`src/rtl/dlx_pkg.sv`:
```
// Shared types for the DLX register-file issue/writeback slice.
package dlx_pkg;
    localparam int NREGS = 32;

    typedef logic [4:0]  reg_idx_t;
    typedef logic [31:0] word_t;

    typedef enum logic {
        WB_ALU = 1'b0,
        WB_MEM = 1'b1
    } wb_src_e;
endpackage

```
`src/rtl/wb_arbiter.sv`:
```
// Two-way round-robin valid/ready arbiter for the register-file write port.
module wb_arbiter
    import dlx_pkg::*;
(
    input  logic       clk,
    input  logic       reset,
    input  logic       alu_valid,
    input  logic       mem_valid,
    output logic [1:0] grant,
    output wb_src_e    src
);
    wb_src_e last_q;

    always_ff @(posedge clk) begin
        if (reset) begin
            last_q <= WB_MEM;
        end else if (|grant) begin
            last_q <= src;
        end
    end

    // Under contention the side that did not win last time gets the port.
    always_comb begin
        grant = '0;
        src   = WB_ALU;
        if (alu_valid && mem_valid) begin
            if (last_q == WB_MEM) begin
                grant = 2'b01;
                src   = WB_ALU;
            end else begin
                grant = 2'b10;
                src   = WB_MEM;
            end
        end else if (alu_valid) begin
            grant = 2'b01;
            src   = WB_ALU;
        end else if (mem_valid) begin
            grant = 2'b10;
            src   = WB_MEM;
        end
    end
endmodule

```
`src/rtl/regfile_scoreboard.sv`:
```
// Busy scoreboard, long-op counter and hazard stall for the DLX register file,
// driving the register-file write port through a round-robin writeback arbiter.
module regfile_scoreboard
    import dlx_pkg::*;
#(
    parameter int MAX_LONG = 4
) (
    input  logic        clk,
    input  logic        reset,
    input  logic        issue_valid,
    input  logic [4:0]  issue_rs1,
    input  logic [4:0]  issue_rs2,
    input  logic [4:0]  issue_rs3,
    input  logic [4:0]  issue_rd,
    input  logic        issue_wr,
    input  logic        issue_long,
    output logic        issue_stall,
    input  logic        alu_wb_valid,
    output logic        alu_wb_ready,
    input  logic [4:0]  alu_wb_rd,
    input  logic [31:0] alu_wb_data,
    input  logic        mem_wb_valid,
    output logic        mem_wb_ready,
    input  logic [4:0]  mem_wb_rd,
    input  logic [31:0] mem_wb_data,
    output logic        rf_we,
    output logic [4:0]  rf_rd,
    output logic [31:0] rf_wdata,
    output logic [31:0] busy,
    output logic [3:0]  long_cnt,
    output logic        err_spurious
);
    logic [1:0]       grant;
    wb_src_e          src;
    reg_idx_t         wb_rd;
    word_t            wb_data;
    logic             wb_hit;
    logic [NREGS-1:0] busy_q;
    logic [NREGS-1:0] clr_mask;
    logic [NREGS-1:0] set_mask;
    logic [NREGS-1:0] busy_eff;
    logic [3:0]       long_q;
    logic             err_q;
    logic             fire;
    logic             long_inc;
    logic             long_dec;

    wb_arbiter u_arb (
        .clk       (clk),
        .reset     (reset),
        .alu_valid (alu_wb_valid),
        .mem_valid (mem_wb_valid),
        .grant     (grant),
        .src       (src)
    );

    assign alu_wb_ready = grant[0];
    assign mem_wb_ready = grant[1];

    always_comb begin
        wb_rd    = (src == WB_MEM) ? mem_wb_rd   : alu_wb_rd;
        wb_data  = (src == WB_MEM) ? mem_wb_data : alu_wb_data;
        wb_hit   = (|grant) && (wb_rd != '0);
        rf_we    = wb_hit;
        rf_rd    = (|grant) ? wb_rd   : '0;
        rf_wdata = (|grant) ? wb_data : '0;
        clr_mask = '0;
        if (wb_hit) begin
            clr_mask[wb_rd] = 1'b1;
        end
    end

    // A register released by this cycle's write is readable through the
    // register file's write-through path, so it no longer blocks issue.
    always_comb begin
        busy_eff    = busy_q & ~clr_mask;
        issue_stall = 1'b0;
        if (issue_valid) begin
            if ((issue_rs1 != '0) && busy_eff[issue_rs1]) issue_stall = 1'b1;
            if ((issue_rs2 != '0) && busy_eff[issue_rs2]) issue_stall = 1'b1;
            if ((issue_rs3 != '0) && busy_eff[issue_rs3]) issue_stall = 1'b1;
            if (issue_wr && (issue_rd != '0) && busy_eff[issue_rd]) issue_stall = 1'b1;
            if (issue_wr && issue_long && (long_q == 4'(MAX_LONG))) issue_stall = 1'b1;
        end
    end

    always_comb begin
        fire     = issue_valid && !issue_stall;
        set_mask = '0;
        if (fire && issue_wr && (issue_rd != '0)) begin
            set_mask[issue_rd] = 1'b1;
        end
        long_inc = fire && issue_wr && issue_long && (issue_rd != '0);
        long_dec = grant[1] && (mem_wb_rd != '0) && (long_q != '0);
    end

    always_ff @(posedge clk) begin
        if (reset) begin
            busy_q <= '0;
            long_q <= '0;
            err_q  <= 1'b0;
        end else begin
            busy_q <= (busy_q & ~clr_mask) | set_mask;
            if (long_inc && !long_dec) begin
                long_q <= long_q + 4'd1;
            end else if (long_dec && !long_inc) begin
                long_q <= long_q - 4'd1;
            end
            if (wb_hit && !busy_q[wb_rd]) begin
                err_q <= 1'b1;
            end
        end
    end

    assign busy         = busy_q;
    assign long_cnt     = long_q;
    assign err_spurious = err_q;
endmodule

```
`config.mk`:
```
export PLATFORM = sky130hd
export DESIGN_NAME = regfile_scoreboard
export DESIGN_NICKNAME = d
export VERILOG_FILES = /design/src/rtl/dlx_pkg.sv /design/src/rtl/wb_arbiter.sv /design/src/rtl/regfile_scoreboard.sv
export SDC_FILE = /design/constraint.sdc
export NUM_CORES = 1
export LEC_CHECK = 0
export BUFFER_PORTS_ARGS = -buffer_cell sky130_fd_sc_hd__buf_2
export CORE_MARGIN = 2
export CORE_UTILIZATION = 56
export DETAILED_ROUTE_END_ITERATION = 8
export PLACE_DENSITY = 0.91
export SYNTH_ARGS = -nofsm -noshare
export SYNTH_HDL_FRONTEND = slang
export SYNTH_SLANG_ARGS = --single-unit
```
`constraint.sdc`:
```
create_clock -name clk -period 10.75 [get_ports clk]
set_input_delay 1.075 -clock clk [delete_from_list [all_inputs] [get_ports clk]]
set_output_delay 1.075 -clock clk [all_outputs]
set_load 0.03 [all_outputs]
```
Word level (Yosys, flattened, before mapping):

Index checks and enable logic that the tools add are counted.

* register bits: 38
* bits of input ports: 101
* output and inout port bits: 78
* word-level logic and storage cells: 87

* add/sub/neg operators: 2
* order comparisons: 7
* equal/unequal tests: 1
* multiplexer cells: 36
* bitwise logic cells: 3
* reduce and logical (&&, ||, !) cells: 34

Operators by type and width (count)
* 32-bit two-way mux: 4
* 32-bit bitwise AND: 1
* 32-bit NOT: 1
* 32-bit bitwise OR: 1
* 5-bit by 6-bit < comparator with 1-bit output (second input constant): 5
* 5-bit nonzero test: 6
* 1-bit binary-select mux with 5-bit select: 5
* 1-bit logical AND: 21
* 1-bit two-way mux: 17
* 1-bit demux with 5-bit select: 2
* 5-bit by 1-bit >= comparator with 1-bit output (second input constant): 2
* 5-bit two-way mux: 2
* 2-bit two-way mux: 4
* 4-bit two-way mux: 2
* 4-bit by 1-bit adder with 4-bit output (second input constant): 1
* 4-bit by 3-bit == test with 1-bit output (second input constant): 1
* 1-bit logical NOT: 4
* 4-bit nonzero test: 1
* 4-bit by 1-bit subtractor with 4-bit output (second input constant): 1
* 2-bit nonzero test: 1
* 2-bit OR reduction: 1

Logic depth before layout (Yosys ltp):

Gate-level depths: netlist of the first run.

* depth in word-level cells: 29
* mapped depth: 19

Modules after synthesis:

From an unflattened synthesis of the first run, not the netlist that was laid out.

* cell total of the unflattened synthesis: 638
* area, all modules: 4630.7 um^2

Modules (own cells, without submodules)
* regfile_scoreboard: instances 1, cells an instance 630, area each 4568.1 um^2
* wb_arbiter: instances 1, cells an instance 8, area each 62.6 um^2

Worst setup path after synthesis of the first run:

OpenSTA, ideal clock, no wires.

* kind: input -> register
* start: in mem_wb_rd[2]
* end: reg long_q[3], in the netlist long_cnt[3]
* arrival time: 4.700 ns
* slack: 5.979 ns
* stages on the path: 18
* buffers on the path: 1
* path through: buf_6 -> or4_4 -> mux2_4 -> o21ai_4 -> nor3b_1 -> a2111oi_4 -> nor4_1 -> nor4_4 -> nand4_2 -> nor2_1 -> ha_1 -> inv_1 -> ha_1 -> a21o_1 -> a21oi_1 -> xnor2_1 -> or3_1 -> a21oi_1

* word-level cells in the longest chain between the ends: 25

RTL lines
* start, declared: RTL line regfile_scoreboard.sv:24 `input logic [4:0] mem_wb_rd,`
* 5-bit two-way mux: RTL line regfile_scoreboard.sv:61 `wb_rd = (src == WB_MEM) ? mem_wb_rd : alu_wb_rd;`
* 5-bit by 6-bit < comparator with 1-bit output (not written as such) or 5-bit by 1-bit >= comparator with 1-bit output (tied branches): RTL line regfile_scoreboard.sv:69 `clr_mask[wb_rd] = 1'b1;`
* 1-bit logical AND (not written as such): RTL line regfile_scoreboard.sv:69
* 1-bit two-way mux (not written as such): RTL line regfile_scoreboard.sv:69
* 1-bit demux with 5-bit select: RTL line regfile_scoreboard.sv:69
* 32-bit two-way mux: RTL line regfile_scoreboard.sv:68 `if (wb_hit) begin`
* 32-bit NOT: RTL line regfile_scoreboard.sv:76 `busy_eff = busy_q & ~clr_mask;`
* 32-bit bitwise AND: RTL line regfile_scoreboard.sv:76
* (+7 left out)
* 1-bit two-way mux: RTL line regfile_scoreboard.sv:83 `if (issue_wr && issue_long && (long_q == 4'(MAX_LONG))) issue_stall = 1'b1;`
* 1-bit two-way mux: RTL line regfile_scoreboard.sv:78 `if (issue_valid) begin`
* 1-bit logical NOT: RTL line regfile_scoreboard.sv:88 `fire = issue_valid && !issue_stall;`
* 1-bit logical AND: RTL line regfile_scoreboard.sv:88
* 1-bit logical AND (3 in a row): RTL line regfile_scoreboard.sv:93 `long_inc = fire && issue_wr && issue_long && (issue_rd != '0);`
* 1-bit logical NOT: RTL line regfile_scoreboard.sv:106 `end else if (long_dec && !long_inc) begin`
* 1-bit logical AND: RTL line regfile_scoreboard.sv:106
* 2-bit nonzero test (no line)
* end signal, assigned: RTL line regfile_scoreboard.sv:105 `long_q <= long_q + 4'd1;`
* end signal, assigned: RTL line regfile_scoreboard.sv:107 `long_q <= long_q - 4'd1;`
* end, declared: RTL line regfile_scoreboard.sv:42 `logic [3:0] long_q;`

Parallel ways exist; a longest one is shown, timed or not. The select of a mux whose other input is x is not followed.
A chain may end at the register's enable or synchronous reset.

Worst setup path in the final report of the first run:

* start: in alu_wb_valid
* end: out issue_stall

* word-level cells in the longest chain between the ends: 19

RTL lines
* start, declared: RTL line regfile_scoreboard.sv:18 `input logic alu_wb_valid,`
* 1-bit two-way mux or 1-bit logical AND (tied branches): RTL line wb_arbiter.sv:34, wb_arbiter.sv:26
* 1-bit two-way mux: RTL line wb_arbiter.sv:26 `if (alu_valid && mem_valid) begin`
* 5-bit two-way mux: RTL line regfile_scoreboard.sv:61
* 5-bit by 6-bit < comparator with 1-bit output (not written as such) or 5-bit by 1-bit >= comparator with 1-bit output (tied branches): RTL line regfile_scoreboard.sv:69
* 1-bit logical AND (not written as such): RTL line regfile_scoreboard.sv:69
* 1-bit two-way mux (not written as such): RTL line regfile_scoreboard.sv:69
* 1-bit demux with 5-bit select: RTL line regfile_scoreboard.sv:69
* 32-bit two-way mux *: RTL line regfile_scoreboard.sv:68
* (+3 left out)
* 1-bit two-way mux (not written as such): RTL line regfile_scoreboard.sv:79 `if ((issue_rs1 != '0) && busy_eff[issue_rs1]) issue_stall = 1'b1;`
* 1-bit logical AND: RTL line regfile_scoreboard.sv:79
* 1-bit two-way mux: RTL line regfile_scoreboard.sv:79
* 1-bit two-way mux: RTL line regfile_scoreboard.sv:80 `if ((issue_rs2 != '0) && busy_eff[issue_rs2]) issue_stall = 1'b1;`
* 1-bit two-way mux: RTL line regfile_scoreboard.sv:81 `if ((issue_rs3 != '0) && busy_eff[issue_rs3]) issue_stall = 1'b1;`
* 1-bit two-way mux *: RTL line regfile_scoreboard.sv:82 `if (issue_wr && (issue_rd != '0) && busy_eff[issue_rd]) issue_stall = 1'b1;`
* 1-bit two-way mux *: RTL line regfile_scoreboard.sv:83
* 1-bit two-way mux *: RTL line regfile_scoreboard.sv:78
* end, declared: RTL line regfile_scoreboard.sv:17 `output logic issue_stall,`

Every way passes the cells marked *; elsewhere a longest branch is shown, timed or not. The select of a mux whose other input is x is not followed.

==> results of run 1 <==
-- cells in the mapped netlist (all sizes together) (3+ instances only) --
| cell type | count |
|---|---|
| nand2 | 103 |
| nand3 | 53 |
| o21ai | 51 |
| nor2 | 50 |
| mux2i | 44 |
| clkbuf | 42 |
| dfxtp | 38 |
| o22ai | 29 |
| buf | 27 |
| inv | 20 |
| nand4 | 18 |
| nor2b | 17 |
| a211oi | 16 |
| a21oi | 14 |
| nor3 | 14 |
| nand3b | 13 |
| o211ai | 13 |
| nand4b | 11 |
| a31oi | 10 |
| nor4b | 10 |
| nor4bb | 10 |
| mux2 | 9 |
| nor4 | 8 |
| nand2b | 7 |
| or2 | 6 |
| a32oi | 5 |
| and3 | 5 |
| o221ai | 5 |
| o32ai | 5 |
| xnor2 | 5 |
| nor3b | 4 |
| o311ai | 4 |
| o31ai | 4 |
| a2111oi | 3 |
| ha | 3 |
| mux4 | 3 |
| or4 | 3 |
| xor2 | 3 |
-- per-stage QoR --
step	cells	area, um2	utilization, %	hold slack (ps)	setup slack [ps]
floorplan	716	5020	-	471.0	5979
global placement	935	5761	66.05	453.8	3925
detailed placement	935	5761	66.05	466.1	3774
CTS	943	5871	67.32	485.8	3941
global route	943	5871	67.32	522.9	3567
finish	943	5871	67.32	485.5	3836
-- power by group --
group,switching [mW],total [mW],internal [mW]
Sequential,0.00938,0.157,0.148
Combinational,0.169,0.256,0.0871
Clock,0.0582,0.127,0.0693
-- sequential cells by signal, summed over array words and instances, names as in the netlist --
name	flops
long_cnt	4
u_arb.last_q	1
err_spurious	1
busy	32
-- layout make-up --
type / count / share of cell area, %
multi-input combinational: 588 / 66.09
timing repair buffer: 180 / 15.43
sequential: 38 / 12.96
tap: 108 / 2.302
inverter: 21 / 1.343
clock buffer: 6 / 1.236
clock inverter: 2 / 0.6394
-- critical path, stage by stage --
cell	delay, ps
buf_2	540
a21bo_4	730
inv_2	550
a32oi_4	820
o21ai_0	350
mux4_2	560
and4b_1	230
nor3_2	290
nand2_1	110
nand4_2	170
and2_1	160
buf_2	190
-- cell usage in the layout, fill, tap and decap left out, drive strengths merged, types with 5 or more instances in the layout --
cell type	instances
o22ai	29
nand3	53
a31oi	10
nand4b	11
o221ai	5
a211oi	16
or2	6
mux2	9
and3	5
nor4bb	10
a32oi	5
nor2	50
nor4	8
buf	180
a21oi	14
nand3b	13
nor3	14
nor2b	17
nor4b	10
xnor2	5
inv	20
o211ai	13
nand2	103
mux2i	44
nand4	18
clkbuf	6
o32ai	5
o21ai	51
nand2b	7
dfxtp	38
-- layer usage --
layer  global-route usage [%]  routed length [um]
met3                    11.13                3019
met1                    51.27                7249
met4                    19.07                1175
met5                        0                   0
met2                    58.87                8577
-- cells by family after synthesis --
family / share of synthesized area (%)
adders and majority gates: 1.147
xor gates and xnor gates: 1.396
buffers and inverters: 7.751
DFF: 15.15
AOI/OAI and AO/OA: 24.85
and+or+nand+nor: 37.41
muxes: 12.29
-- worst paths after layout --
path	depth (start not counted)	slack [ps]	end
setup / recovery	12	3840	issue_stall
hold / removal	2	490	err_spurious
setup reg to reg	18	5000	long_cnt[3]
hold reg to reg	2	490	err_spurious
==> metrics.txt, run 1 <==
Area contributors post-synth=dfxtp_1 15%, mux2i_1 8.8%, nand2_1 7.7%, nand3_1 5.3%, nor2_1 3.7%; critical path type=in2out; vias in the first global route=between 5000 and 6000; fraction of registers with async set/reset=0%; core area=slightly below 9000 um2; Root Buffer=clkbuf_8; number of distinct library cells after synthesis=78; CP Launch Type=input pin; CP endpoint kind=output pin; Hold Crit Start=err_spurious; Tcrit/Tclk final=64.32%; syn nets=slightly above 800; Syn-to-layout area delta=16.95%; pin count of the biggest net entering global routing=between 50 and 60; Slew HR=slightly below 20%; Final min period=6914 ps; Most used DFF post-synth=dfxtp_1; Worst Setup SP=alu_wb_valid; RSZ-0062 raised after global routing=no; die width=between 90 and 100 um; Least-Margin Pin Slew=~1200 ps; Post-Syn Area=roughly 5000 um2; Worst R2R Start=u_arb.last_q; Post-Route Skew=10.07 ps; Pins Over Slew Limit=0; fin nets=approximately 940; starting density of the core=57.56%; # setup viols final=0; outcome=completed; DRC errors left=0; n_diodes=0; sequential share of the synthesized area=about 15%; Crit Path Max Fanout=58; CP arrival=5840 ps; Pleak=around 2.5 nW; Worst-path clk slew=80 ps; via/cell ratio=7.005; multi-input logic area=around 3900 um2; maximum VDD drop=between 0.00006 and 0.00007 V; WL final=about 20 mm; TritonRoute pass-1 iters=6; final hold vios=0; Overall Power=approximately 0.54 mW; setup bufs post-CTS=0; leading area contributor after synthesis=dfxtp_1; GRT overflow=0; Die Y=around 99 um; Post-synth EDFFs=0; max-cap viol count=0; share of layout cells above drive strength 1=a little over a quarter; Critical Path RT=9680 ps; drt initial violations=999; vias=about 6600; TNS Setup=0 ps; htree depth=2; TritonCTS clock tree=yes; final antenna-violating net count=0; Placer Congestion=about 1.1; Clock Path Buffers=2; first-pass GRT wire length=slightly above 30 mm; FMAX=approximately 140 MHz; Avg WL per Cell=approximately 21 um; TritonCTS buffer count=5; I/O Buffers=178; Post-DP HPWL=about 14 mm; Syn Area/Cell=7.011 um2; Row Count=34; die area=~9700 um2; IO Pins=roughly 180; area share of the largest cell type after synthesis=between 15 and 20%; Fillers=between 800 and 900; post-synthesis cell count=716; Power Density=between 90 and 100 nW/um2; CTS resizes=0; #FFs+latches synth=38; CTS Hold Buffers Added=0; total track usage=between 30% and 40%; initial antenna violation count=0; Clock Sinks=38; Register Area=~760 um2; Ys Warns=0; hold crit path type=reg2reg; clock latency on the worst-skew pair=slightly above 300 ps
No activity file was read; power rests on OpenSTA's default activity.
==> run 2: changes to the inputs <==
CORE_UTILIZATION = 47   (was 56)
PLACE_DENSITY = 0.81   (was 0.91)
clock period = 6.1 ns   (was 10.75 ns; I/O delays follow)
==> run 2 against run 1 <==
Effect of this change:
- sequential share of layout area decreased by 0.17 points
- global-route usage decreased by 5.2 points
- via count decreased by 0.26%
- sequential cell count unchanged
- clock skew decreased by 4.8 ps
- count of clock-buffer cells in the layout increased by 1
- final cell count increased by 3.7%
- combinational power increased by 78%
- worst setup slack got worse by 2900 ps
- register-to-register slack got worse by 4000 ps
- critical endpoint is now long_cnt[3]
==> metrics.txt, run 2 (synthesized netlist as in run 1, its figures left out) <==
hold endpoint=err_spurious (unchanged); Fillers=1044 (was 801); Clock Path Buffers=2 (unchanged); share of layout cells above drive strength 1=27.55% (was 27.19%); TNS Setup=0 ps (unchanged); WL final=20.51 mm (was 20.02 mm); TritonRoute pass-1 iters=6 (unchanged); clock latency on the worst-skew pair=300 ps (was 310 ps); Critical Path RT=6320 ps (was 9680 ps); Power Density=159.1 nW/um2 (was 92.10 nW/um2); Register-to-Register Path Depth=19 (was 18); initial antenna violation count=0 (unchanged); Post-Route Skew=5.225 ps (was 10.07 ps); Int Pwr=0.5392 mW (was 0.3044 mW); CP endpoint kind=flop (was output pin); GRT overflow=0 (unchanged); die area=11520 um2 (was 9738 um2); Hold Crit Start=err_spurious (unchanged); Die Y=107.3 um (was 98.68 um); sw power=0.4068 mW (was 0.2363 mW); Worst Setup SP=mem_wb_valid (was alu_wb_valid); Avg WL per Cell=20.97 um (was 21.23 um); post-route cell area=5948 um2 (was 5871 um2); final cell count without fillers=978 (was 943); Worst R2R Start=u_arb.last_q (unchanged); drt initial violations=1009 (was 999); total track usage=33.80% (was 39.04%); power share of the sequential group=29.3% (was 29.1%); Syn-to-layout area delta=18.49% (was 16.95%); final antenna-violating net count=0 (unchanged); DRC errors left=0 (unchanged); I/O Buffers=178 (unchanged); Register Area=760.7 um2 (unchanged); htree depth=2 (unchanged); vias in the first global route=5791 (was 5741); hold crit path type=reg2reg (unchanged); Clock Sinks=38 (unchanged); core area=10370 um2 (was 8721 um2); max-cap viol count=0 (unchanged); final hold slack=467.0 ps (was 485.5 ps); combinational share of power=48.2% (was 47.3%); Final min period=between 5000 and 6000 ps; flop2flop setup slack=1030 ps (was 5000 ps); pin count of the biggest net entering global routing=47 (was 59); Row Count=37 (was 34); Worst-path clk slew=70 ps (was 80 ps); FMAX=193.8 MHz; PnR worst setup slack=939.9 ps (was 3836 ps); Largest register FFs=32 (unchanged); TritonCTS buffer count=5 (unchanged); first-pass GRT wire length=30.91 mm (was 30.77 mm); critical path type=in2reg (was in2out); Root Buffer=clkbuf_8 (unchanged); starting density of the core=48.41% (was 57.56%); # setup viols final=0 (unchanged); Overall Power=0.9461 mW (was 0.5407 mW); placed inst area=5842 um2 (was 5761 um2); RSZ-0062 raised after global routing=no (unchanged); die width=107.3 um (was 98.68 um); Tcrit/Tclk final=between 80% and 90%; CP arrival=5380 ps (was 5840 ps); clock power share=22.5% (was 23.6%); n_diodes=0 (unchanged); Post-DP HPWL=15.03 mm (was 14.44 mm); final hold vios=0 (unchanged); IO Pins=179 (unchanged); setup bufs post-CTS=0 (unchanged); multi-input logic area=3874 um2 (was 3880 um2); commonest non-fill, non-tap cell in the layout=buf_2 (unchanged); Least-Margin Pin Slew=856.5 ps (was 1174 ps); Hold Path Cell Cnt=2 (unchanged); Post-Place Worst Slack=816.6 ps (was 3774 ps); Placed Cells incl. Taps=970 (was 935); TritonCTS clock tree=yes (unchanged); CP Launch Type=input pin (unchanged); outcome=completed (unchanged); Crit Path Max Fanout=27 (was 58); Slew HR=41.26% (was 19.52%); Pleak=2.580 nW (was 2.547 nW); Placer Congestion=1.007 (was 1.099); fin nets=946 (was 939); CTS resizes=0 (unchanged); Pins Over Slew Limit=0 (unchanged); CTS Hold Buffers Added=0 (unchanged); sw frac=43.00% (was 43.70%); R2R Path End=long_cnt[3] (unchanged); Core Util, Final=57.36% (was 67.32%); via/cell ratio=6.737 (was 7.005); maximum VDD drop=0.0002234 V (was 0.00006031 V); vias=6589 (was 6606); most frequent cells in the layout=178 x buf_2, 103 x nand2_1, 53 x nand3_1, 50 x nor2_1, 43 x mux2i_1 (unchanged)
==> run 2: cell count changes in the layout (fill, tap and decap cells not counted) <==
cell / change
a2bb2oi_2: -1
clkbuf_1: +1
clkinvlp_4: -1
buf_4: +7
a2bb2oi_1: +1
==> run 2: final cells by class <==
type | instances | share of cell area (%)
clock inverter | 1 | 0.5048
multi-input combinational | 588 | 65.12
tap | 136 | 2.861
inverter | 21 | 1.325
clock buffer | 7 | 1.283
sequential | 38 | 12.79
timing repair buffer | 187 | 16.11
==> run 2: routing by layer <==
layer	vias up	wire length, um	global-route usage [%]
li1	2935	-	-
met1	2946	7558	43.23
met2	592	8766	53.03
met3	116	2926	8.172
met4	0	1257	16.76
met5	-	0	0
==> run 2: power groups by stage <==
stage          Clock, mW  Combinational, mW  Sequential (mW)
2_1_floorplan          0              0.295            0.304
3_3_place_gp           0              0.442            0.282
3_5_place_dp           0              0.444            0.282
4_1_cts            0.212              0.446            0.277
5_1_grt            0.224              0.485            0.279
6_report           0.213              0.456            0.277
==> run 2: worst max-delay path by stage <==
stage | slack [ps] | to
floorplan | 1790 | long_cnt[3]
global placement | 900 | long_cnt[3]
detailed placement | 820 | long_cnt[3]
CTS | 1100 | long_cnt[3]
global route | 730 | long_cnt[3]
finish | 940 | long_cnt[3]
==> run 2: worst max-delay path, cell delays in order <==
cell and delay [ps]:
buf_2 100, a21bo_4 350, inv_2 370, a32oi_4 130, buf_4 260, o21ai_1 450, mux2i_1 220, a2111oi_4 380
nor4_1 120, nor4_4 490, nand4_2 260, nor2_1 170, ha_1 200, inv_1 90, ha_1 270, a21o_1 170
a21oi_1 160, xnor2_1 90, or3_1 300, a21oi_1 150
==> run 3: changes to the inputs <==
CORE_UTILIZATION = 52   (was 47)
PLACE_DENSITY = 0.85   (was 0.81)
clock period = 5.3 ns   (was 6.1 ns; I/O delays follow)
==> run 3 against run 2 <==
Effect of this change:
- critical path type unchanged
- non-clock buffer count rose by 7
- the run now ends with design-rule violations left
- critical endpoint unchanged
- die area fell by 9.3%
- wire length grew 4.1%
- via count up 1.6%
- critical path depth decreased by 2
==> metrics.txt, run 3 (synthesized netlist as in run 1, its figures left out) <==
pin count of the biggest net entering global routing=47 (unchanged); TNS Setup=0 ps (unchanged); Crit Path Max Fanout=17 (was 27); I/O Buffers=178 (unchanged); TritonCTS clock tree=yes (unchanged); initial antenna violation count=0 (unchanged); fin nets=953 (was 946); WL final=21.34 mm (was 20.51 mm); Largest register FFs=32 (unchanged); CP arrival=4890 ps (was 5380 ps); Syn-to-layout area delta=20.09% (was 18.49%); CTS resizes=0 (unchanged); Final min period=~4700 ps; via/cell ratio=6.846 (was 6.737); n_diodes=0 (unchanged); critical path type=in2reg (unchanged); commonest non-fill, non-tap cell in the layout=buf_2 (unchanged); total track usage=39.42% (was 33.80%); CTS Hold Buffers Added=0 (unchanged); GRT overflow=0 (unchanged); hold crit path type=reg2reg (unchanged); vias in the first global route=5911 (was 5791); die area=10460 um2 (was 11520 um2); first-pass GRT wire length=31.98 mm (was 30.91 mm); Avg WL per Cell=21.82 um (was 20.97 um); final antenna-violating net count=0 (unchanged); Clock Sinks=38 (unchanged); vias=6695 (was 6589); Post-DP HPWL=15.53 mm (was 15.03 mm); max-cap viol count=0 (unchanged); most frequent cells in the layout=178 x buf_2, 103 x nand2_1, 53 x nand3_1, 50 x nor2_1, 43 x mux2i_1 (unchanged); violated checks=design-rule violations; TritonRoute pass-1 iters=9 (was 6); TritonCTS buffer count=5 (unchanged); Least-Margin Pin Slew=809.4 ps (was 856.5 ps); DRC errors left=9 (was 0); Tcrit/Tclk final=roughly 90%; Slew HR=45.47% (was 41.26%); PnR worst setup slack=635.0 ps (was 939.9 ps); Worst-path clk slew=70 ps (about the same); Critical Path RT=5530 ps (was 6320 ps); final hold vios=0 (unchanged); maximum VDD drop=0.0001756 V (was 0.0002234 V); Post-Route Skew=14.74 ps (was 5.225 ps); clock latency on the worst-skew pair=310 ps (was 300 ps); setup bufs post-CTS=0 (unchanged); Row Count=35 (was 37); drt initial violations=1045 (was 1009); RSZ-0062 raised after global routing=no (unchanged); Placer Congestion=1.088 (was 1.007); starting density of the core=54.07% (was 48.41%); htree depth=2 (unchanged); Power Density=193.6 nW/um2 (was 159.1 nW/um2); die width=102.3 um (was 107.3 um); outcome=finished, violations left (was completed); Die Y=102.3 um (was 107.3 um); FMAX=between 200 and 250 MHz; Clock Path Buffers=2 (unchanged); Pleak=2.629 nW (was 2.580 nW); Pins Over Slew Limit=0 (unchanged); core area=9284 um2 (was 10370 um2); # setup viols final=0 (unchanged); Root Buffer=clkbuf_8 (unchanged); CP Launch Type=input pin (unchanged); IO Pins=179 (unchanged); Post-Place Worst Slack=468.7 ps (was 816.6 ps); share of layout cells above drive strength 1=28.39% (was 27.55%); CP endpoint kind=flop (unchanged)
[run 3: power breakdown]
part	internal (mW)	switching, mW
Combinational	0.183	0.345
Clock	0.201	0.118
Sequential	0.300	0.0196
Total	0.684	0.482
[run 3: critical path, cell delays in order]
cell      delay (ps)
buf_2            200
a21bo_4          340
mux2_2           430
o21ai_0          470
o221ai_1         210
a221oi_1         350
nor4_1           150
nor4_4           360
nand4_2          230
nor2_1           180
ha_1             190
inv_1             90
ha_1             270
a21o_1           180
a21oi_1          180
xnor2_1           90
or3_1            300
a21oi_1          130
[run 3: worst paths after layout]
| kind | from | to | slack (ps) | cells past startpoint |
|---|---|---|---|---|
| max | alu_wb_valid | long_cnt[3] | 640 | 18 |
| min reg2reg | err_spurious | err_spurious | 480 | 2 |
| min | err_spurious | err_spurious | 480 | 2 |
| max reg2reg | u_arb.last_q | long_cnt[3] | 690 | 19 |
[run 3: layer usage]
metal | share of wire (%) | up-vias | track usage [%]
li1 | - | 2944 | -
met1 | 36 | 2979 | 49.36
met2 | 43 | 630 | 62.25
met3 | 15 | 142 | 10.81
met4 | 6.4 | 0 | 19.90
met5 | 0 | - | 0
[run 3: layout make-up]
type	count	area [um2]
sequential	38	760.7
fill	895	3256
timing repair buffer	194	1011
clock inverter	2	60.06
tap	129	161.4
multi-input combinational	588	3874
clock buffer	6	82.58
inverter	21	78.83
[run 3: stage by stage]
stage / total power [mW] / hold slack [ps] / instance area [um2] / instances / util, %
6_report: 1.167 / 482.8 / 6028 / 978 / 64.93
3_5_place_dp: 0.8390 / 462.1 / 5886 / 970 / 63.40
2_1_floorplan: 0.6889 / 471.0 / 5020 / 716 / -
4_1_cts: 1.153 / 486.8 / 6028 / 978 / 64.93
5_1_grt: 1.216 / 498.3 / 6028 / 978 / 64.93
3_3_place_gp: 0.8360 / 463.1 / 5886 / 970 / 63.40
